[src/rtl/johnson_seq_ctrl.sv]
// Johnson ring sequencer with run control.
// A twisted-ring counter of width N steps through 2N phases per revolution.
// A small IDLE/RUN/FINISH controller runs it for a latched number of
// revolutions, or continuously when that number is zero. It supports pausing,
// a graceful stop at the end of a revolution, and recovery from illegal ring
// states. Reset is asynchronous and active-low on 'clear'.

module johnson_seq_ctrl #(
    parameter int N  = 6,
    parameter int PW = 4
) (
    input  logic          clk,
    input  logic          clear,
    input  logic          start,
    input  logic          stop,
    input  logic          pause,
    input  logic [PW-1:0] nrev,
    output logic [N-1:0]  q,
    output logic [PW-1:0] phase,
    output logic          busy,
    output logic          done,
    output logic          err,
    output logic [PW-1:0] rev
);

    typedef enum logic [1:0] {
        IDLE   = 2'd0,
        RUN    = 2'd1,
        FINISH = 2'd2
    } state_t;

    // The last ring state of a revolution is a single one in the top bit.
    localparam logic [N-1:0]  LAST_Q = {1'b1, {(N-1){1'b0}}};
    localparam logic [N-1:0]  ONE_N  = {{(N-1){1'b0}}, 1'b1};
    localparam logic [PW-1:0] ONE_PW = {{(PW-1){1'b0}}, 1'b1};
    localparam logic [PW-1:0] TWO_N  = PW'(2 * N);

    state_t        state;
    logic [PW-1:0] nrev_lat;

    logic [N-1:0]  q_step;
    logic [N-1:0]  q_inv;
    logic [N-1:0]  q_plus;
    logic [N-1:0]  q_inv_plus;
    logic          q_legal;
    logic          at_boundary;
    logic [PW-1:0] rev_inc;
    logic [PW-1:0] ones;

    // Next ring value: shift left and feed back the inverted top bit.
    assign q_step = {q[N-2:0], ~q[N-1]};

    // A legal state is either a run of ones from bit 0 (q & (q+1) == 0)
    // or a run of ones from bit N-1 (the same test on the complement).
    assign q_inv      = ~q;
    assign q_plus     = q + ONE_N;
    assign q_inv_plus = q_inv + ONE_N;
    assign q_legal    = ((q & q_plus) == '0) || ((q_inv & q_inv_plus) == '0);

    // A revolution completes on the advancing edge that leaves 100..0.
    assign at_boundary = (q == LAST_Q) && !pause;
    assign rev_inc     = rev + ONE_PW;

    // Count the ones in the ring and turn that count into a phase number.
    // In the first half the ring fills from bit 0. In the second half it
    // drains, so the phase is 2N minus the remaining ones.
    always_comb begin
        ones = '0;
        for (int i = 0; i < N; i++) begin
            ones = ones + {{(PW-1){1'b0}}, q[i]};
        end
        phase = q[N-1] ? (TWO_N - ones) : ones;
    end

    // Controller and ring. Any illegal ring state wins: the ring is cleared
    // and err pulses, while state and rev are left untouched.
    always_ff @(posedge clk or negedge clear) begin
        if (!clear) begin
            state    <= IDLE;
            q        <= '0;
            rev      <= '0;
            nrev_lat <= '0;
            busy     <= 1'b0;
            done     <= 1'b0;
            err      <= 1'b0;
        end else begin
            done <= 1'b0;
            err  <= 1'b0;
            if (!q_legal) begin
                q   <= '0;
                err <= 1'b1;
            end else begin
                case (state)
                    IDLE: begin
                        q <= '0;
                        if (start) begin
                            state    <= RUN;
                            busy     <= 1'b1;
                            nrev_lat <= nrev;
                            rev      <= '0;
                        end
                    end
                    RUN: begin
                        if (!pause) begin
                            q <= q_step;
                        end
                        if (at_boundary) begin
                            rev <= rev_inc;
                            if (stop || ((nrev_lat != '0) && (rev_inc == nrev_lat))) begin
                                state <= IDLE;
                                busy  <= 1'b0;
                                done  <= 1'b1;
                            end
                        end else if (stop) begin
                            state <= FINISH;
                        end
                    end
                    FINISH: begin
                        if (!pause) begin
                            q <= q_step;
                        end
                        if (at_boundary) begin
                            rev   <= rev_inc;
                            state <= IDLE;
                            busy  <= 1'b0;
                            done  <= 1'b1;
                        end
                    end
                    default: begin
                        state <= IDLE;
                        busy  <= 1'b0;
                        q     <= '0;
                    end
                endcase
            end
        end
    end

endmodule

[config.mk]
export PLATFORM = sky130hd
export DESIGN_NAME = johnson_seq_ctrl
export DESIGN_NICKNAME = d
export VERILOG_FILES = /design/src/rtl/johnson_seq_ctrl.sv
export SDC_FILE = /design/constraint.sdc
export NUM_CORES = 1
export LEC_CHECK = 0
export ABC_AREA = 1
export ABC_CLOCK_PERIOD_IN_PS = 4760
export CAP_MARGIN = 10
export CORE_MARGIN = 3
export CORE_UTILIZATION = 51
export CTS_CLUSTER_DIAMETER = 120
export CTS_CLUSTER_SIZE = 10
export DETAILED_ROUTE_END_ITERATION = 7
export MAX_ROUTING_LAYER = met4
export PLACE_DENSITY = 0.79
export SYNTH_ARGS = -nofsm -noshare
export SYNTH_HDL_FRONTEND = slang
export SYNTH_SLANG_ARGS = --single-unit
[constraint.sdc]
create_clock -name clk -period 4.76 [get_ports clk]
set_clock_uncertainty 0.05 [all_clocks]
set_input_delay 1.428 -clock clk [delete_from_list [all_inputs] [get_ports clk]]
set_output_delay 1.428 -clock clk [all_outputs]
set_load 0.02 [all_outputs]
==> run_results.csv, run 1 <==
group,metric,value,unit
status,status,"completed",
route,vias_per_cell,5.16,
clock_tree,cts_hold_buf,0,
setup_path,critPathKind,"flip-flop to output port",
sta,finalSetupViolCount,0,
route,dr.pass1.iters,4,
sta,post-route-min-period,4.64,ns
placement,dp_hpwl,2.24,mm
global_route,antenna_found_initial,0,
power_and_ir_drop,p_sw,0.338,mW
floorplanning,die_h,56.1,um
setup_path,crit_required,3.28,ns
synthesis,synth_cells,162,
sta,relSlewSlack,42.8,%
power_and_ir_drop,p_per_area,470,nW/um2
power_and_ir_drop,power_frac_comb,58.7,%
sta,max_freq,215,MHz
route,finalWirelength,2.82,mm
placement,dp_cells,217,
cells_and_area,nFillCells,195,
floorplanning,start_util,55.6,%
synthesis,syn_area_per_cell,7.89,um2
floorplanning,fp.dieW,56.1,um
global_route,grt_pass1_wl,4.71,mm
synthesis,ys_seq_area_share,37.2,%
sta,grt_setup_unrepaired,"no",
route,vias,1145,
route,drc,0,
cells_and_area,fin_nets,217,
placement,io_buffers,25,
cells_and_area,final_cell_count_no_fill,222,
route,avgRoutedWirePerCell,12.7,um
placement,dpl_cell_area,1580,um2
power_and_ir_drop,total_power,0.752,mW
route,drt_iter0_drc,48,
clock_tree,cts.sinks,19,
clock_tree,htree_num_levels,1,
sta,finalCritPeriodShare,97.6,%
setup_path,critPathArrivalTime,3.17,ns
sta,worst_pin_slew,0.855,ns
synthesis,synth_cell_types,22,
synthesis,syn_nets,184,
setup_path,crit_fanout,2,
global_route,grt_max_degree,20,
power_and_ir_drop,swShare,45.0,%
clock_tree,path_clk_slew,0.12,ns
power_and_ir_drop,clock_power_share,10.8,%
power_and_ir_drop,peakVddDrop,308,uV
floorplanning,core_area,2300,um2
placement,place.gp.congestion,0.801,
setup_path,endpoint_kind,"output port",
clock_tree,numCtsBuffers,3,
run,drv_cap,0,
power_and_ir_drop,sequentialPowerShare,30.5,%
clock_tree,insertion_delay,0.29,ns
sta,hold_viol,0,
cells_and_area,drive_above_1_share,12.9,%
clock_tree,clk_path_buf_depth,2,
cells_and_area,final_area,1600,um2
power_and_ir_drop,power.internal,0.414,mW
global_route,grt_pass1_vias,1078,
synthesis,syn_area,1280,um2
synthesis,yosys_warnings,0,
route,ant_nets,0,
sta,fin_tns_setup,0,ns
cells_and_area,diodes,0,
floorplanning,die-area,3140,um2
sta,report.final.slew_viol_count,0,
power_and_ir_drop,p_leak,0.829,nW
clock_tree,root_buffer,"clkbuf_4",
clock_tree,tritoncts,"yes",
setup_path,critPathLaunchType,"flip-flop",
floorplanning,num_rows,17,
global_route,grt_usage,19.0,%
global_route,grt_overflow,0,
cells_and_area,area_growth,25.4,%
worst_hold_path,hp-class,"flip-flop to flip-flop",
floorplanning,io-pin-count,26,
synthesis,ys_ff_latch,19,
## worst max-delay path, cell delays in order, from the launching register on
cell,delay (ns)
dfrtp_1,0.42
fa_1,0.54
inv_1,0.05
fa_1,0.43
inv_1,0.07
ha_1,0.13
inv_1,0.05
fa_1,0.56
buf_4,0.12
nand2_1,0.05
a21oi_1,0.11
dlygate4sd2_1,0.34
## sequential cells by signal, summed over array words and instances (netlist names)
signal	count
err	1
state	2
busy	1
q	6
done	1
rev	4
nrev_lat	4
## what timing repair did
action                                  4_1_cts  5_1_grt
endpoints found under the setup margin        3        2
buffers inserted                              0        1
gates cloned                                  0        0
pin swaps                                     0        1
gates resized for setup                       6        3
## metrics by stage
stage / utilization, % / setup slack (ns) / hold WS (ns)
3_5_place_dp: 68.7 / 0.0239 / 0.427
3_3_place_gp: 68.7 / 0.133 / 0.431
5_1_grt: 69.7 / 0.0147 / 0.507
6_report: 69.7 / 0.117 / 0.465
2_1_floorplan: - / 0.455 / 0.417
4_1_cts: 69.9 / 0.00162 / 0.470
## cell type report
type / count / area, um2 / share of cell area (%)
inverters: 31 / 116 / 7.27
well taps: 28 / 35.0 / 2.19
flip-flops and latches: 19 / 475 / 29.7
clock buffers: 3 / 22.5 / 1.41
multi-input cells: 112 / 686 / 42.8
repair buffers: 28 / 262 / 16.3
clock inverters: 1 / 5.00 / 0.312
## cells in the final DEF (no fill, tap or decap), drive strengths merged
cell / instances
a21oi: 6
buf: 4
clkbuf: 4
clkdlybuf4s50: 22
clkinv: 1
dfrtp: 19
dlygate4sd2: 1
fa: 3
ha: 10
inv: 31
nand2: 39
nand3: 17
nand4: 3
nor2: 13
nor3: 1
o21a: 1
o21ai: 9
o22ai: 6
or2: 2
xnor2: 1
xor2: 1
## layer usage
metal / track usage, % / part of all wire, % / up-vias
li1: - / - / 578
met1: 24.0 / 47 / 533
met2: 32.2 / 49 / 30
met3: 2.78 / 3.2 / 4
met4: 4.41 / 1.3 / 0
met5: - / 0 / -
## worst paths after layout
kind | startpoint | endpoint | slack, ns | depth (start not counted)
max | q[0] | phase[3] | 0.12 | 11
min | busy | busy | 0.47 | 2
max reg2reg | q[0] | state[1] | 2.83 | 12
min reg2reg | busy | busy | 0.47 | 2
max in group asynchronous | clear | q[0] | 2.57 | 1
min in group asynchronous | clear | busy | 1.56 | 1
## kinds of logic (layout without fill, tap and decap cells)
family | after synthesis | count (layout) | share of synthesized area (%)
DFF | 19 | 19 | 37.2
AOI/OAI and AO/OA | 22 | 22 | 9.99
buffers and inverters | 31 | 63 | 9.11
xor gates and xnor gates | 2 | 2 | 1.37
and+or+nand+nor | 75 | 75 | 27.8
adders and majority gates | 13 | 13 | 14.5
## synthesized netlist by cell type (all sizes together)
| cell type | instances | area, um2 |
|---|---|---|
| nor2 | 13 | 51.3 |
| or2 | 2 | 12.5 |
| nand4 | 3 | 18.8 |
| nand3 | 17 | 100 |
| ha | 10 | 125 |
| o21a | 1 | 7.51 |
| xor2 | 1 | 8.76 |
| nand2 | 39 | 156 |
| inv | 31 | 116 |
| dfrtp | 19 | 475 |
| xnor2 | 1 | 8.76 |
| nor3 | 1 | 16.3 |
| o21ai | 9 | 45.0 |
| fa | 3 | 60.1 |
| a21oi | 6 | 37.5 |
| o22ai | 6 | 37.5 |
## power by group through the flow
stage / Sequential [mW] / Clock [mW] / Combinational (mW)
after floorplan: 0.250 / 0 / 0.290
after global placement: 0.230 / 0 / 0.420
after detailed placement: 0.233 / 0 / 0.437
after CTS: 0.230 / 0.0853 / 0.440
after global routing: 0.234 / 0.0920 / 0.489
final: 0.229 / 0.0811 / 0.442
No activity file was read; power rests on OpenSTA's default activity.
==> run 2: changes to the inputs <==
--- a/config.mk
+++ b/config.mk
@@ -8,7 +8,7 @@
 export ABC_AREA = 1
 export ABC_CLOCK_PERIOD_IN_PS = 4760
 export CAP_MARGIN = 10
-export CORE_MARGIN = 3
+export CORE_MARGIN = 2
 export CORE_UTILIZATION = 51
 export CTS_CLUSTER_DIAMETER = 120
 export CTS_CLUSTER_SIZE = 10
==> run_results.csv, run 2 (same netlist as run 1, synthesis figures left out) <==
group,metric,value,unit
status,status,"completed",
sta,hold_ws,0.464,ns
cells_and_area,area_growth,25.0,%
setup_path,path_cells,"fa_1, inv_1, fa_1, inv_1, ha_1, inv_1, fa_1, ha_1, nand2_1, xor2_1, inv_1, buf_2",
clock_tree,path_clk_slew,0.11,ns
route,dr.pass1.iters,4,
cells_and_area,multi_input_area,686,um2
setup_path,crit_required,3.28,ns
cells_and_area,diodes,0,
power_and_ir_drop,total_power,0.755,mW
setup_path,critPathArrivalTime,3.16,ns
cells_and_area,final_cell_mix,"37 x nand2_1, 26 x inv_1, 22 x clkdlybuf4s50_1",
setup_path,endpoint_kind,"output port",
sta,hold_viol,0,
floorplanning,num_rows,18,
cells_and_area,largest_register_ffs,6,
setup_path,critPathMaxStageDelay,0.52,ns
sta,grt_setup_unrepaired,"yes",
clock_tree,clk_path_buf_depth,2,
route,drc,0,
cells_and_area,nFillCells,228,
setup_path,worst_path_dominant_cell_family,"adder cells",
run,drv_cap,0,
placement,place.gp.congestion,0.875,
cells_and_area,drive_above_1_share,12.4,%
clock_tree,tritoncts,"yes",
global_route,grt_pass1_vias,1078,
clock_tree,cts.sinks,19,
setup_path,critPathKind,"flip-flop to output port",
floorplanning,core_area,2430,um2
global_route,antenna_found_initial,0,
floorplanning,io-pin-count,26,
sta,post-route-min-period,4.63,ns
setup_path,critPathLaunchType,"flip-flop",
placement,dp_hpwl,2.21,mm
clock_tree,htree_num_levels,1,
global_route,grt_pass1_wl,4.65,mm
setup_path,crit_top_cell,"inv_1",
route,finalWirelength,2.78,mm
setup_path,crit_fanout,4,
cells_and_area,regMostFlops,"q",
clock_tree,numCtsBuffers,3,
route,vias,1178,
global_route,grt_usage,22.9,%
sta,report.final.slew_viol_count,0,
cells_and_area,fin_nets,216,
clock_tree,cts_hold_buf,0,
placement,pre_cts_slack,0.0669,ns
global_route,grt_overflow,0,
global_route,grt_max_degree,20,
setup_path,crit_buf_inv,5,
sta,finalCritPeriodShare,97.4,%
placement,io_buffers,25,
sta,worst_pin_slew,0.872,ns
route,vias_per_cell,5.28,
route,ant_nets,0,
floorplanning,fp.dieW,54.1,um
route,avgRoutedWirePerCell,12.5,um
sta,relSlewSlack,41.7,%
power_and_ir_drop,peakVddDrop,474,uV
sta,max_freq,216,MHz
floorplanning,die_h,54.1,um
clock_tree,insertion_delay,0.30,ns
floorplanning,start_util,52.5,%
clock_tree,root_buffer,"clkbuf_4",
route,drt_iter0_drc,22,
sta,finalSetupViolCount,0,
sta,layout_setup_ws,0.126,ns
cells_and_area,seq_area,475,um2
sta,fin_tns_setup,0,ns
cells_and_area,final_common_cell,"nand2_1",
power_and_ir_drop,p_leak,0.825,nW
setup_path,cpMaxStageDelayCell,"fa_1",
power_and_ir_drop,p_per_area,473,nW/um2
worst_hold_path,hp-class,"flip-flop to flip-flop",
cells_and_area,reg_top3,"q: 6 flops, nrev_lat: 4 flops, rev: 4 flops",
floorplanning,die-area,2920,um2
run 2: changes by cell type in the layout (fill, tap and decap cells not counted), sizes merged:
cell,previous run,this run
buf,4,3
run 2: repair_timing:
| item | in CTS | in global routing |
|---|---|---|
| pin swaps | 0 | 1 |
| gates resized for setup | 6 | 3 |
| setup endpoints to repair | 3 | 2 |
| setup buffers | 0 | 0 |
run 2: per-layer routing:
metal | up-vias | GRT usage [%] | share of wire, %
li1 | 580 | - | -
met1 | 561 | 27.5 | 44
met2 | 31 | 38.4 | 51
met3 | 6 | 3.89 | 3.5
met4 | 0 | 8.33 | 1.6
met5 | - | - | 0
run 2: final cells by class:
cell class,count,share of cell area [%]
Clock inverter,1,0.313
Multi-Input combinational cell,112,42.9
Sequential cell,19,29.8
Inverter,31,7.29
Timing Repair Buffer,27,15.9
Clock buffer,3,1.41
Tap cell,30,2.35
run 2: power breakdown:
part	internal (mW)	leakage (nW)	switching, mW
combinational	0.181	0.557	0.261
sequential	0.201	0.250	0.0287
clock	0.0314	0.0177	0.0528
run 2: worst register-to-register path, stage by stage (launching register included):
cell and delay, ns:
dfrtp_1 0.42, buf_4 0.17, inv_1 0.14, ha_1 0.21, nand3_2 0.09, nor2_1 0.10
nand2_1 0.11, nand2_1 0.11, nand2_2 0.08, nor3_4 0.22, nand2_1 0.09, nand2_1 0.06
nand2_1 0.05
run 2: final timing paths:
path / start / end / slack, ns / depth (start not counted)
min reg2reg: busy / busy / 0.46 / 2
max in group asynchronous: clear / q[1] / 2.57 / 1
min in group asynchronous: clear / busy / 1.56 / 1
min: busy / busy / 0.46 / 2
max reg2reg: q[0] / state[0] / 2.78 / 12
max: q[3] / phase[2] / 0.13 / 12
run 2: through the flow:
| stage | utilization (%) | instance area [um2] | instances |
|---|---|---|---|
| global route | 65.6 | 1600 | 223 |
| CTS | 66.1 | 1610 | 223 |
| global placement | 65.0 | 1580 | 219 |
| finish | 65.6 | 1600 | 223 |
| floorplan | - | 1280 | 162 |
| detailed placement | 65.0 | 1580 | 219 |
==> run 3: changes to the inputs <==
--- a/config.mk
+++ b/config.mk
@@ -6,7 +6,6 @@
 export NUM_CORES = 1
 export LEC_CHECK = 0
 export ABC_AREA = 1
-export ABC_CLOCK_PERIOD_IN_PS = 4760
 export CAP_MARGIN = 10
 export CORE_MARGIN = 2
 export CORE_UTILIZATION = 51
@@ -15,6 +14,7 @@
 export DETAILED_ROUTE_END_ITERATION = 7
 export MAX_ROUTING_LAYER = met4
 export PLACE_DENSITY = 0.79
+export REMOVE_ABC_BUFFERS = 1
 export SYNTH_ARGS = -nofsm -noshare
 export SYNTH_HDL_FRONTEND = slang
 export SYNTH_SLANG_ARGS = --single-unit
==> results of run 3 <==
No change in the layout: final DEF, timing and power equal those of run 2.
